<file path="src/rtl/regfile.sv">
// Architectural register file with per-register ROB rename tags: combinational
// reads, commit write-back, dispatch rename and flush. Optional REGFILE_BYPASS_EN.
module regfile #(
    parameter int REG_NUM    = 32,
    parameter int DATA_WIDTH = 32,
    parameter int TAG_WIDTH  = 5
) (
    input  logic                  clk_in,
    input  logic                  rst_in,
    input  logic                  rdy_in,
    input  logic [4:0]            rs1_addr,
    input  logic [4:0]            rs2_addr,
    output logic [DATA_WIDTH-1:0] rs1_val,
    output logic [TAG_WIDTH-1:0]  rs1_rely,
    output logic [DATA_WIDTH-1:0] rs2_val,
    output logic [TAG_WIDTH-1:0]  rs2_rely,
    input  logic                  dispatch_rdy,
    input  logic [4:0]            up_rd,
    input  logic [TAG_WIDTH-1:0]  ROB_next_tag,
    input  logic                  write_rdy,
    input  logic [4:0]            to_rd,
    input  logic [DATA_WIDTH-1:0] write_val,
    input  logic [TAG_WIDTH-1:0]  head_tag,
    input  logic                  clear
);

    logic [DATA_WIDTH-1:0] val_q [REG_NUM];
    logic [TAG_WIDTH-1:0]  tag_q [REG_NUM];

    // NOTE: the arrays are reset element by element because reset must visibly
    // clear every value and tag asynchronously; a plain RAM macro cannot do this.
    always_ff @(posedge clk_in or negedge rst_in) begin
        if (!rst_in) begin
            for (int i = 0; i < REG_NUM; i++) begin
                val_q[i] <= '0;
                tag_q[i] <= '0;
            end
        end else if (rdy_in) begin
            // NOTE: later non-blocking assignments to the same element win, which
            // encodes the priority clear > rename > commit tag-clear.
            if (write_rdy && (to_rd != '0)) begin
                val_q[to_rd] <= write_val;
                if (tag_q[to_rd] == head_tag) begin
                    tag_q[to_rd] <= '0;
                end
            end
            if (clear) begin
                for (int i = 0; i < REG_NUM; i++) begin
                    tag_q[i] <= '0;
                end
            end else if (dispatch_rdy && (up_rd != '0)) begin
                tag_q[up_rd] <= ROB_next_tag;
            end
        end
    end

    // NOTE: outputs get defaults first so every path assigns them and no latch forms.
    always_comb begin
        rs1_val  = '0;
        rs1_rely = '0;
        if (rs1_addr != '0) begin
            rs1_val  = val_q[rs1_addr];
            rs1_rely = tag_q[rs1_addr];
`ifdef REGFILE_BYPASS_EN
            if (write_rdy && (to_rd == rs1_addr) && (tag_q[rs1_addr] == head_tag)) begin
                rs1_val  = write_val;
                rs1_rely = '0;
            end
`endif
        end
    end

    always_comb begin
        rs2_val  = '0;
        rs2_rely = '0;
        if (rs2_addr != '0) begin
            rs2_val  = val_q[rs2_addr];
            rs2_rely = tag_q[rs2_addr];
`ifdef REGFILE_BYPASS_EN
            if (write_rdy && (to_rd == rs2_addr) && (tag_q[rs2_addr] == head_tag)) begin
                rs2_val  = write_val;
                rs2_rely = '0;
            end
`endif
        end
    end

endmodule

</file>
<file path="config.mk">
export PLATFORM = sky130hd
export DESIGN_NAME = regfile
export DESIGN_NICKNAME = d
export VERILOG_FILES = /design/src/rtl/regfile.sv
export SDC_FILE = /design/constraint.sdc
export NUM_CORES = 2
export LEC_CHECK = 0
export ABC_AREA = 0
export BUFFER_PORTS_ARGS = -buffer_cell sky130_fd_sc_hd__buf_2
export CORE_MARGIN = 2
export CORE_UTILIZATION = 40
export DETAILED_ROUTE_END_ITERATION = 12
export SLEW_MARGIN = 10
export SYNTH_ARGS = -nofsm -noshare
export SYNTH_HDL_FRONTEND = slang
export SYNTH_SLANG_ARGS = --single-unit
export TNS_END_PERCENT = 100
</file>
<file path="constraint.sdc">
create_clock -name clk_in -period 5.5 [get_ports clk_in]
set_input_delay 1.1 -clock clk_in [delete_from_list [all_inputs] [get_ports clk_in]]
set_output_delay 1.1 -clock clk_in [all_outputs]
set_load 0.005 [all_outputs]
</file>
# Word-level counts from Yosys, hierarchy flattened
# Index checks and enable logic that the tools add are counted.
[word_totals]
elab_cells = 118
out_inout_bits = 74
reg_bits = 1184
in_bits = 68
[classes]
bitwise = 6
n_reduce_logical = 9
magnitude_cmp = 6
n_eq_ne = 1
muxes = 32
[op_table]
columns = ["cell", "n"]
rows = [
  ["$bwmux 1024", 1],
  ["$mux 160", 5],
  ["$bmux 32 s5", 2],
  ["$mux 32", 7],
  ["$and 160x160->160", 1],
  ["$bwmux 160", 1],
  ["$demux 32 s5", 1],
  ["$not 160->160", 1],
  ["$bmux 5 s5", 3],
  ["$demux 5 s5", 2],
  ["$mux 5", 10],
  ["$ge 6x6->1 const B", 4],
  ["$not 5->6", 4],
  ["$reduce_bool 5->1", 4],
  ["$lt 6x1->1 const B", 2],
  ["$eq 5x5->1", 1],
  ["$logic_and 1x1->1", 4],
  ["$reduce_and 2->1", 1],
]

# Depth between registers and ports, before layout
[depth]
depth_word = 13
ltp_mapped = 12
mapped_depth_nobuf = 8

# Worst setup path before layout
# OpenSTA, ideal clock, no wires.
[synth_timing]
kind = "in2out"
from = "input port rs1_addr[0]"
to = "output port rs1_val[10]"
path_buffers = 3
setup_slack_ps = 836
required_time_ps = 4400
t_arrival_ps = 3564
cell_stages = 7
path_cell_list = "clkbuf_1 > buf_1 > buf_1 > mux4_2 > mux4_2 > mux2i_1 > nor2_1"
[synth_via]
elab_chain_len = 5
word_cells_on_any_way = 6
cone_classes = "mux (4); bitwise (1); reduce/logical (1)"
[synth_lines]
columns = ["element", "line_no", "text"]
rows = [
  ["start, declared", "11", "input logic [4:0] rs1_addr,"],
  ["$not 5->6 (implied by the code)", "62", "rs1_val = val_q[rs1_addr];"],
  ["$bmux 32 s5", "62", ""],
  ["$mux 32 (implied by the code) (2 in a row)", "62", ""],
  ["$mux 32 *", "61", "if (rs1_addr != '0) begin"],
  ["end, declared", "13", "output logic [DATA_WIDTH-1:0] rs1_val,"],
]
# Mark *: on every way between the ends. The rest lies on a longest branch, timed or not. The select of a mux whose other input is x is not followed.

# Final worst setup path
[layout_timing]
from = "input port rs1_addr[0]"
to = "output port rs1_val[29]"
# The elaborated chain is that of the path after synthesis.

==> key figures <==
Worst setup path
  • Critical path data required time: 4400 ps
  • Count of cell instances traversed by the critical path: 7
  • Largest delay contributor family on the critical path: multiplexers
  • Data arrival time of the critical path: 3790 ps
  • Worst R2R Setup Slack: 2060 ps
  • FF-to-FF End: tag_q[8]
  • Crit path buffers/inverters: 3
  • Most common cell on crit path: sky130_fd_sc_hd__mux4_2
  • End of the critical path: rs1_val[29]
  • Critical Path Start: rs1_addr[0]
  • Worst flop-to-flop path startpoint: tag_q[123]
  • CP Launch Type: primary input
  • Cell with the largest stage delay on the worst path: sky130_fd_sc_hd__mux4_2
  • Reg2reg path depth: 9
  • CP Cell Sequence: buf_8 > buf_4 > mux4_2 > mux4_2 > mux2i_1 > nor2_1 > buf_2
  • Worst stage delay on the critical path: 520 ps
  • Kind of end point of the critical path: output port
  • CP Class: in -> out
  • Largest fanout on the critical path: 56

Timing
  • Slew at the pin with the worst max-slew slack: 1150 ps
  • Final setup violation count: 0
  • Unrepaired setup endpoints after global routing: no
  • Worst Slack Setup Final: 612 ps
  • Hold Violations, Final: 0
  • Post-Route Hold Slack: 336 ps
  • Final worst path period share: 0.889
  • Clock skew: between 30 and 40 ps
  • Number of pins exceeding their max-slew limit in the final report: 0
  • Max Fclk: about 200 MHz
  • Fin crit period: 4890 ps
  • Relative slew margins: 0.232
  • Final sum of negative setup slack: 0 ps

GRT
  • Number of global-route vias before repair: 43.3k
  • Initial antenna violation count: 10
  • Gr ovfl total: 0
  • Pin count of the biggest net entering global routing: 174
  • GR Util All Layers: 0.244
  • First-pass GRT wire length: between 300 and 400 mm

Synthesis
  • Warnings from Yosys: 0
  • Unique masters post-synth: 45
  • Top post-synthesis cells by area: sky130_fd_sc_hd__dfrtp_1 (45%), sky130_fd_sc_hd__mux4_2 (26%), sky130_fd_sc_hd__mux2_2 (17%), sky130_fd_sc_hd__clkbuf_1 (2.2%), sky130_fd_sc_hd__nand3b_1 (1.7%)
  • Synthesized flop and latch total: 1184
  • Part of the Yosys area used for sequential elements: 0.448
  • Synth top area share: 0.448
  • Async set-or-reset flop fraction in the synthesized netlist: 1.00
  • Number of flops mapped to enable cells by yosys: 0
  • Number of instances in the synthesized netlist: 4427
  • Synthesized area per cell: 14.9 um^2
  • Summed instance area of the synthesized netlist: 0.0661 mm^2
  • Nets in the synthesized netlist: 4495
  • Leading register cell type out of synthesis: sky130_fd_sc_hd__dfrtp_1
  • Largest area contributor in the netlist: sky130_fd_sc_hd__dfrtp_1

Floorplan
  • Count of boundary I/O pins: approximately 140
  • Total number of placement rows: 149
  • Initial standard-cell utilization of the core: 0.402
  • Floorplan Core Area: around 0.16 mm^2
  • Height of the chip: 411 um
  • Horizontal die dimension: 411 um
  • Die area: around 0.17 mm^2

Pwr
  • Pleak: between 30 and 40 nW
  • VDD IR max: slightly below 200 uV
  • Power density over the cells: 330 mW/mm^2

Drt
  • Average routed wire per standard cell: 30.6 um
  • Vias after detailed routing: 42.3k
  • Iteration-0 DRC Markers: 4060
  • Via density per instance: roughly 6.3
  • DRC violations left: 0
  • Total length of routed wires: 204 mm
  • 1st-pass router iterations: 5
  • Final ANT Viol Nets: 0

Layout
  • Final non-filler cell area: about 0.075 mm^2
  • Area delta synth->final: 13.1%
  • Area taken by multi-input logic gates: 0.0349 mm^2
  • Total area of sequential cells: 0.0296 mm^2
  • Post-Route Utilization: 0.454
  • Filler cell count in the final layout: around 14k
  • Share of layout cells above drive strength 1: 0.528
  • # nets final: 4454

Run status
  • Result of the run: complete, no violations

Clock tree
  • Number of instances resized during post-cts repair: 0
  • CTS H-tree lvls: 4
  • Hold-fix buffers at CTS: 0
  • CTS tree: built
  • Root buffer cell: sky130_fd_sc_hd__clkbuf_16
  • Clk Latency, worst-skew pair: 790 ps
  • Number of buffers between clock root and the deepest sink: 3
  • Clock Pin Slew Worst Setup and Hold Paths: 50 ps
  • Setup Buffers After CTS: 0
  • TritonCTS Sinks: 1184
  • Number of buffers created by CTS: 137

Placement
  • Post-place instance area: ~0.070 mm^2
  • Port Buffers: 141
  • HPWL Detailed: 120 mm
  • Last weighted congestion value of the routability-driven placer: 0.891
  • Worst setup slack before clock tree synthesis: 455 ps

Worst hold path
  • Hold/Removal Path Class: in -> async

Flow run
  • Max-cap viol count: 0
-- Yosys cell counts (all sizes together), types with 9 or more instances --
library cell,n
dfrtp,1184
mux2,992
mux4,764
clkbuf,382
nor2,252
o21ai,155
a21oi,152
nand3b,148
buf,106
mux2i,106
nand2,52
nor4,32
a22oi,15
or3b,11
a32oi,10
nand3,9
-- power by group --
group / internal, mW / total (mW) / switching, mW
Sequential: 9.86 / 10.8 / 0.974
Combinational: 2.53 / 4.34 / 1.81
Clock: 5.62 / 9.50 / 3.88
Total: 18.0 / 24.7 / 6.66
-- flip-flops by register name (all words and copies together) (netlist names) --
| name | flops |
|---|---|
| val_q | 1024 |
| tag_q | 160 |
-- kinds of logic after synthesis --
group,synth area share
AO/OA/AOI/OAI,0.0271
XOR/XNOR,0.000662
buffers and inverters,0.0288
flip-flops,0.448
multiplexers,0.445
AND/OR/NAND/NOR,0.0505
-- worst min-delay path by stage --
stage	start	to	cells after the start
finish	rst_in	val_q[741]	1
global route	rst_in	val_q[741]	1
CTS	rst_in	val_q[741]	1
detailed placement	val_q[1009]	val_q[1009]	0
global placement	val_q[1018]	val_q[1018]	0
floorplan	val_q[1000]	val_q[1000]	1
-- per-layer routing --
layer / vias to the layer above / share of wire / track usage
met1: 23100 / 0.42 / 0.338
met3: 368 / 0.064 / 0.0425
met4: 2 / 0.032 / 0.0809
met5: - / 0.000083 / 0
met2: 1641 / 0.48 / 0.390
li1: 17100 / - / -
-- metrics by stage --
step,cells,total power [mW]
after global routing,6680,25.7
after floorplan,4427,13.8
after CTS,6680,24.9
after global placement,6436,15.2
after detailed placement,6436,15.3
final,6681,24.7
-- final cells by class --
class	count	share of cell area
Multi-Input combinational cell	2752	0.467
Sequential cell	1184	0.396
Clock buffer	192	0.0529
Timing Repair Buffer	308	0.0383
Tap cell	2189	0.0366
Clock inverter	52	0.00928
Inverter	3	0.000184
Antenna cell	1	0.0000335
-- layout by cell type, fill, tap and decap left out, types with 66 or more instances in the layout --
cell type,netlist,layout
sky130_fd_sc_hd__buf_4,0,106
sky130_fd_sc_hd__buf_2,9,128
sky130_fd_sc_hd__clkbuf_16,0,140
sky130_fd_sc_hd__o21ai_1,150,150
sky130_fd_sc_hd__mux2i_1,106,106
sky130_fd_sc_hd__a21oi_1,152,152
sky130_fd_sc_hd__buf_12,0,66
sky130_fd_sc_hd__mux2_2,992,992
sky130_fd_sc_hd__nor2_1,252,225
sky130_fd_sc_hd__mux4_2,764,764
sky130_fd_sc_hd__dfrtp_1,1184,1184
sky130_fd_sc_hd__nand3b_1,147,147
(Power assumes the default switching activity.)
